`config.mk`:
```
export PLATFORM = sky130hd
export DESIGN_NAME = easiroc_amp_gen
export DESIGN_NICKNAME = d
export VERILOG_FILES = /design/src/rtl/easiroc_sim_pkg.sv /design/src/rtl/easiroc_amp_gen.sv
export SDC_FILE = /design/constraint.sdc
export NUM_CORES = 1
export LEC_CHECK = 0
export ABC_AREA = 0
export CORE_MARGIN = 2
export CORE_UTILIZATION = 50
export CTS_BUF_LIST = sky130_fd_sc_hd__clkbuf_4 sky130_fd_sc_hd__clkbuf_8
export CTS_CLUSTER_SIZE = 28
export DETAILED_ROUTE_END_ITERATION = 10
export GPL_TIMING_DRIVEN = 0
export PLACE_DENSITY = 0.9
export SLEW_MARGIN = 10
export SYNTH_ARGS = -nofsm -noshare
export SYNTH_HDL_FRONTEND = slang
export SYNTH_SLANG_ARGS = --single-unit
```
`constraint.sdc`:
```
create_clock -name clk_50M -period 3.66 [get_ports clk_50M]
set_input_delay 0.732 -clock clk_50M [delete_from_list [all_inputs] [get_ports clk_50M]]
set_output_delay 0.732 -clock clk_50M [all_outputs]
set_load 0.01 [all_outputs]
```
`src/rtl/easiroc_sim_pkg.sv`:
```
// Shared defaults and helpers for the EASIROC read-chain simulation model.
// Helpers work on fixed-width containers so callers zero-extend into them.
package easiroc_sim_pkg;

    localparam int unsigned ADC_W_DEF = 12;
    localparam int unsigned N_CH_DEF  = 32;
    localparam int unsigned MAX_L     = 256;

    // base + sig + noise, clamped to [0, 2^w-1]
    function automatic logic [31:0] sat_add(input logic [31:0]        base,
                                            input logic [31:0]        sig,
                                            input logic signed [3:0]  noise,
                                            input int unsigned        w);
        logic signed [35:0] sum;
        logic signed [35:0] ceil_v;
        sum    = $signed({4'b0, base}) + $signed({4'b0, sig}) + 36'(noise);
        ceil_v = (36'sd1 <<< w) - 36'sd1;
        if (sum < 36'sd0)
            return 32'd0;
        if (sum > ceil_v)
            return 32'(ceil_v);
        return 32'(sum);
    endfunction

    function automatic int unsigned popcount(input logic [MAX_L-1:0] v);
        int unsigned c;
        c = 0;
        for (int unsigned i = 0; i < MAX_L; i++)
            c += {31'd0, v[i]};
        return c;
    endfunction

    function automatic int unsigned onehot_index(input logic [MAX_L-1:0] v);
        int unsigned idx;
        idx = 0;
        for (int unsigned i = 0; i < MAX_L; i++)
            if (v[i])
                idx = i;
        return idx;
    endfunction

endpackage

```
`src/rtl/easiroc_amp_gen.sv`:
```
// Hold snapshot, event counter and per-channel amplitude codes; registered, 1 cycle after decode.
// No backpressure. EASIROC_READ_NOISE_EN adds LFSR noise of -4..+3 before saturation.
module easiroc_amp_gen
    import easiroc_sim_pkg::*;
#(
    parameter int unsigned IDX_W     = 6,
    parameter int unsigned ADC_W     = ADC_W_DEF,
    parameter int unsigned EVT_W     = 8,
    parameter int unsigned PED_HG    = 200,
    parameter int unsigned PED_LG    = 100,
    parameter int unsigned SLOPE_HG  = 16,
    parameter int unsigned EVT_STEP  = 4,
    parameter int unsigned LG_SHIFT  = 3,
    parameter int unsigned IDLE_CODE = 0
) (
    input  logic             clk_50M,
    input  logic             rst_n,
    input  logic             hold_fall,
    input  logic             hold_rise,
    input  logic             ch_valid,
    input  logic [IDX_W-1:0] ch_index,
    input  logic             sel_err,
    output logic [ADC_W-1:0] adc_hg,
    output logic [ADC_W-1:0] adc_lg,
    output logic [EVT_W-1:0] evt_cnt
);

    localparam int unsigned SW = ADC_W + EVT_W + 8;

    logic             held_q, held_d;
    logic [EVT_W-1:0] evt_q, evt_d;
    logic [EVT_W-1:0] snap_q, snap_d;
    logic [ADC_W-1:0] hg_q, hg_d;
    logic [ADC_W-1:0] lg_q, lg_d;
    logic [SW-1:0]    sig;
    logic signed [3:0] noise;

`ifdef EASIROC_READ_NOISE_EN
    logic [15:0] lfsr_q, lfsr_d;

    always_comb begin
        lfsr_d = {lfsr_q[14:0], lfsr_q[15] ^ lfsr_q[13] ^ lfsr_q[12] ^ lfsr_q[10]};
    end

    always_ff @(posedge clk_50M or negedge rst_n) begin
        if (!rst_n)
            lfsr_q <= 16'hACE1;
        else
            lfsr_q <= lfsr_d;
    end

    assign noise = $signed({1'b0, lfsr_q[2:0]}) - 4'sd4;
`else
    assign noise = 4'sd0;
`endif

    always_comb begin
        held_d = held_q;
        evt_d  = evt_q;
        snap_d = snap_q;
        if (hold_fall) begin
            snap_d = evt_q;
            held_d = 1'b1;
        end
        // Only a rise that ends an actual hold counts, so the first cycle after reset is harmless.
        if (hold_rise && held_q) begin
            held_d = 1'b0;
            evt_d  = evt_q + 1'b1;
        end
    end

    always_comb begin
        sig  = SW'(ch_index) * SW'(SLOPE_HG) + SW'(snap_q) * SW'(EVT_STEP);
        hg_d = ADC_W'(IDLE_CODE);
        lg_d = ADC_W'(IDLE_CODE);
        if (ch_valid && !sel_err) begin
            if (held_q) begin
                hg_d = ADC_W'(sat_add(32'(PED_HG), 32'(sig), noise, ADC_W));
                lg_d = ADC_W'(sat_add(32'(PED_LG), 32'(sig >> LG_SHIFT), noise, ADC_W));
            end else begin
                hg_d = ADC_W'(sat_add(32'(PED_HG), 32'd0, noise, ADC_W));
                lg_d = ADC_W'(sat_add(32'(PED_LG), 32'd0, noise, ADC_W));
            end
        end
    end

    always_ff @(posedge clk_50M or negedge rst_n) begin
        if (!rst_n) begin
            held_q <= 1'b0;
            evt_q  <= '0;
            snap_q <= '0;
            hg_q   <= '0;
            lg_q   <= '0;
        end else begin
            held_q <= held_d;
            evt_q  <= evt_d;
            snap_q <= snap_d;
            hg_q   <= hg_d;
            lg_q   <= lg_d;
        end
    end

    assign adc_hg  = hg_q;
    assign adc_lg  = lg_q;
    assign evt_cnt = evt_q;

endmodule

```
======== Word level (Yosys, flattened, before mapping) ========
Index checks and enable logic that the tools add are counted.
cells by class
  add/sub/neg operators ................... 4
  magnitude comparators ................... 4
  reduce and logical (&&, ||, !) cells .... 4
  muxes and demuxes ....................... 37
operators with widths
  kind                                                             number
  two-way mux 12 bit                                               16
  two-way mux 1 bit                                                21
  adder 8 x 11 -> 12 bit (first input constant)                    1
  greater-than comparator 12 bit (second input constant)           1
  greater-than comparator 9 x 12 -> 1 bit (second input constant)  1
  < comparator 12 x 1 -> 1 bit (second input constant)             1
  adder 10 x 10 -> 11 bit                                          1
  adder 7 x 8 -> 9 bit (first input constant)                      1
  < comparator 9 x 1 -> 1 bit (second input constant)              1
  adder 8 x 1 -> 8 bit (second input constant)                     1
  logical AND 1 bit                                                2
  nonzero test 2 bit                                               1
  zero test 1 bit                                                  1
storage, ports and cells
  output and inout port bits .............. 32
  word-level logic and storage cells ...... 54
  input bits .............................. 12
  flip-flop bits (word level) ............. 41

======== Logic depth before layout (Yosys ltp) ========
  word-level depth ........................ 13
  gate-level depth with buffers ........... 9
  mapped depth without buffers ............ 9

======== Least setup slack after synthesis ========
OpenSTA, ideal clock, no wires.
  kind .................................... input to register
  start ................................... in ch_index[0]
  end ..................................... reg hg_q[9], in the netlist adc_hg[9]
  arrival ................................. 2.606 ns
  slack ................................... 0.981 ns
  path buffers ............................ 0
  library setup time ...................... 0.073 ns
  stages on the path ...................... 9
  data required time ...................... 3.587 ns
  cell sequence ........................... ha_1 > fa_1 > xor2_1 > inv_1 > ha_1 > a21o_1 > o21bai_1 > a21bo_1 > a21oi_2
between the ends
  word-level cells in the longest chain between the ends .. 11
  elaborated cells on any way between the ends .. 16
  those cells by class .................... add/sub (2); order compare (2); mux (12)
ends and longest elaborated chain
  item                            line                   text
  start: declaration              easiroc_amp_gen.sv:21  input logic [IDX_W-1:0] ch_index,
  adder 10 x 10 -> 11 bit *       easiroc_amp_gen.sv:73  sig = SW'(ch_index) * SW'(SLOPE_HG) + SW'(snap_q) * SW'(EVT_STEP);
  adder 8 x 11 -> 12 bit *        easiroc_sim_pkg.sv:16  sum = $signed({4'b0, base}) + $signed({4'b0, sig}) + 36'(noise);
  greater-than comparator 12 bit  easiroc_sim_pkg.sv:20  if (sum > ceil_v)
  two-way mux 1 bit (2 in a row)  easiroc_sim_pkg.sv:20
  two-way mux 1 bit               easiroc_amp_gen.sv:77  if (held_q) begin
  two-way mux 1 bit               easiroc_amp_gen.sv:76  if (ch_valid && !sel_err) begin
  two-way mux 12 bit              easiroc_sim_pkg.sv:22  return 32'(sum);
  two-way mux 12 bit *            easiroc_sim_pkg.sv:20
  two-way mux 12 bit *            easiroc_amp_gen.sv:77
  two-way mux 12 bit *            easiroc_amp_gen.sv:76
  named net hg_d[9]               easiroc_amp_gen.sv:33  logic [ADC_W-1:0] hg_q, hg_d;
  end signal: assignment          easiroc_amp_gen.sv:98  hg_q <= hg_d;
  end: declaration                easiroc_amp_gen.sv:33
Mark *: on every way through the listed nets, which the timed path passes. The rest lies on a longest branch. The select of a mux whose other input is x is not followed.
A chain may end at the register's enable or synchronous reset.

======== Worst setup path in the final report ========
Same ends and word-level chain as after synthesis.

==> impl_metrics.yaml <==
run_status:
  run_status: "complete, no violations"
synth:
  netlist_top_cells_area: "sky130_fd_sc_hd__dfrtp_1, sky130_fd_sc_hd__ha_1, sky130_fd_sc_hd__mux2_2"
  synth-seq-cells: 36
  synth_top_area_share_pct: 50.3
  synth_seq_area_share_pct: 50.3
  synth_enable_flop_cells: 0
  postSynth.topFlopCell: "sky130_fd_sc_hd__dfrtp_1"
  synth_most_common_cell: "sky130_fd_sc_hd__dfrtp_1"
  netlist-cell-type-count: 40
  yosys_warnings: 0
  cell_taking_the_most_area_after_synthesis: "sky130_fd_sc_hd__dfrtp_1"
  ys_top_cells_by_count: "sky130_fd_sc_hd__dfrtp_1, sky130_fd_sc_hd__nor2_1, sky130_fd_sc_hd__ha_1"
  synth_area_um2: 1790
  async_reset_ff_share_pct: 100
  postSynthAreaPerCell_um2: 11.4
  syn_inst: 157
route:
  vias_per_cell: 4.91
  dr_total_vias: 1233
  detail_route.iter0.violations: 26
  drc_errors: 0
  detail_routed_net_length_per_standard_cell_um: 11.5
  firstDrtPassIters: 4
  final_antenna_net_count: 0
  drt_wl_total_um: 2880
global_routing:
  grt_start_max_net_pins: 37
  grt_pass1_vias: 1163
  remaining_global_route_overflow: 0
  grt_first_pass_wirelength_um: 5030
  initial_antenna_violation_count: 0
  groute.usage.overall_pct: 16.2
cells_and_area:
  layout.cells.non_filler: 251
  final_util_pct: 67.7
  final_area_um2: 2290
  antennaDiodeCount: 0
  layout-drive-gt1-share_pct: 15.6
  num-nets-final: 228
  fill_cells: 262
  synth_to_layout_area_growth_pct: 28.1
hold_path:
  timing.hold.worst.class: "in2async"
worst_setup_path:
  number_of_cells_on_the_worst_reg_to_reg_path: 9
  crit-reg2reg-capture: "adc_hg[9]$_DFF_PN0_"
  rrSetupSlack_ns: 1.16
  worstSetupStartpointType: "input port"
  timing.critical_path.fanout_max: 5
  worst_ep_arrival_time_ns: 3.21
  r2r-start: "snap_q[2]$_DFFE_PN0P_"
  worst_setup_path_end_kind: "flop"
  worstSetupPathType: "in2reg"
  data_required_critical_path_ns: 3.92
placement:
  placed_area_um2: 2230
  globalplace.congestion: 0.824
  detailedPlacementHpwl_um: 2300
  place_worst_setup_slack_ns: 0.375
  buffer_ports.inserted: 37
  dp.cells: 244
clock_tree:
  cts-buffers-inserted: 5
  cts.sink_count: 36
  cts-htree-levels: 2
  cts.repair_timing.setup_buffer_count: 0
  tritoncts_clock_tree: "built"
  insertion_delay_ns: 0.33
  cts.hold.buffers_added: 0
  clock_tree.buffer_depth: 2
  postCtsResizedCells: 0
  clkSlewWorstSetupHoldPaths_ns: 0.09
  cts.root.buffer_cell: "sky130_fd_sc_hd__clkbuf_4"
sta:
  hold_fails_final_rpt: 0
  fin_ws_ns: 0.711
  rsz0062_at_grt: "false"
  final.setup.tns_ns: 0
  clock_skew_ns: 0.00372
  final-setup-viol-count: 0
  post-route-min-period_ns: 2.95
  final_max_slew_viol_count: 0
  fmax_ghz: 0.339
  pin_slew_with_the_least_headroom_to_its_limit_ns: 0.735
  max-slew-margin-rel_pct: 51.0
  fin_crit_sh_pct: 80.6
floorplanning:
  placeableCoreArea_um2: 3390
  pin_count: 44
  height_of_the_chip_um: 63.8
  rows: 21
  fp.dieW_um: 63.8
  floorplan.initialDensity_pct: 52.8
  die_area_um2: 4080
pwr:
  intPower_w: 0.000910
  clkPwrFrac_pct: 15.9
  pwr_density_cell_nw_per_um2: 611
  power.ir.vdd_worst_mv: 0.440
  p_sw_share_pct: 35.1
  power_frac_seq_pct: 39.6
  comb_power_share_pct: 44.5
  leakagePower_nw: 1.05
  p_switching_w: 0.000491
flow_run:
  maxCapViolations: 0
worst max-delay path: stages:
cell                              delay, ns
sky130_fd_sc_hd__clkdlybuf4s50_1       0.41
sky130_fd_sc_hd__ha_1                  0.24
sky130_fd_sc_hd__fa_1                  0.41
sky130_fd_sc_hd__xor2_1                0.36
sky130_fd_sc_hd__inv_1                 0.12
sky130_fd_sc_hd__ha_1                  0.21
sky130_fd_sc_hd__a21o_1                0.17
sky130_fd_sc_hd__o21bai_1              0.21
sky130_fd_sc_hd__a21bo_1               0.23
sky130_fd_sc_hd__a21oi_2               0.12
worst max-delay path by stage:
stage                     start             endpoint  slack [ns]  cells past startpoint
global route        ch_index[0]  adc_hg[9]$_DFF_PN0_        0.53                     10
global placement    ch_index[0]  adc_hg[9]$_DFF_PN0_        0.41                     10
detailed placement  ch_index[0]  adc_hg[9]$_DFF_PN0_        0.38                     10
CTS                 ch_index[0]  adc_hg[9]$_DFF_PN0_        0.72                     10
floorplan           ch_index[0]  adc_hg[9]$_DFF_PN0_        0.98                      9
finish              ch_index[0]  adc_hg[9]$_DFF_PN0_        0.71                     10
power by group through the flow:
stage,combinational (W),clock [W],sequential (W)
final,0.000624,0.000222,0.000555
after global placement,0.000611,0,0.000560
after CTS,0.000629,0.000231,0.000558
after floorplan,0.000405,0,0.000576
after detailed placement,0.000625,0,0.000566
after global routing,0.000696,0.000254,0.000570
state kept, by name, summed over array words and instances (netlist names):
signal / flops
snap_q: 8
held_q: 1
adc_hg: 10
evt_cnt: 8
adc_lg: 9
layer usage:
layer	up-vias	global-route usage, %	part of all wire (%)
li1	625	-	-
met4	0	4.89	0.59
met5	-	0	0
met1	569	18.6	42
met2	35	28.0	52
met3	4	5.81	5.5
stage by stage:
| stage | total power (W) | hold slack [ns] |
|---|---|---|
| floorplan | 0.000981 | 0.436 |
| global placement | 0.00117 | 0.460 |
| detailed placement | 0.00119 | 0.469 |
| CTS | 0.00142 | 0.473 |
| global route | 0.00152 | 0.500 |
| finish | 0.00140 | 0.458 |
cell families after synthesis:
kind of cell	after synthesis	synth area share (%)
mux	11	6.78
fa+ha+maj	11	8.11
compound gates	25	10.5
flops	36	50.3
simple gates	45	13.2
xor+xnor	14	6.85
other cells	1	0.209
buf+inv	14	4.05
placed cells by master (no fill, tap or decap), types with 2 or more instances in the layout:
cell / n
sky130_fd_sc_hd__dfrtp_1: 36
sky130_fd_sc_hd__clkdlybuf4s50_1: 36
sky130_fd_sc_hd__nor2_1: 12
sky130_fd_sc_hd__ha_1: 10
sky130_fd_sc_hd__xnor2_1: 9
sky130_fd_sc_hd__mux2_2: 9
sky130_fd_sc_hd__nand3_1: 7
sky130_fd_sc_hd__a21oi_1: 7
sky130_fd_sc_hd__nand2_1: 7
sky130_fd_sc_hd__inv_1: 6
sky130_fd_sc_hd__xor2_1: 5
sky130_fd_sc_hd__and2_1: 5
sky130_fd_sc_hd__buf_4: 5
sky130_fd_sc_hd__conb_1: 5
sky130_fd_sc_hd__clkbuf_4: 5
sky130_fd_sc_hd__o21ai_0: 4
sky130_fd_sc_hd__buf_2: 2
sky130_fd_sc_hd__clkbuf_1: 2
sky130_fd_sc_hd__or2_2: 2
sky130_fd_sc_hd__a21o_1: 2
sky130_fd_sc_hd__nor3b_1: 2
sky130_fd_sc_hd__a21oi_2: 2
sky130_fd_sc_hd__nor3_2: 2
sky130_fd_sc_hd__mux2i_1: 2
sky130_fd_sc_hd__nand4_1: 2
sky130_fd_sc_hd__clkbuf_8: 2
area by class of cell:
type                    instances  area, um^2  share of cell area (%)
flip-flops and latches         36         901                    39.3
well taps                      46        57.6                    2.51
multi-input cells             111         832                    36.3
plain buffers                   8        50.0                    2.18
inverters                       6        22.5                   0.982
clock buffers                   7        65.1                    2.84
repair buffers                 37         365                    15.9
(Power assumes the default switching activity.)
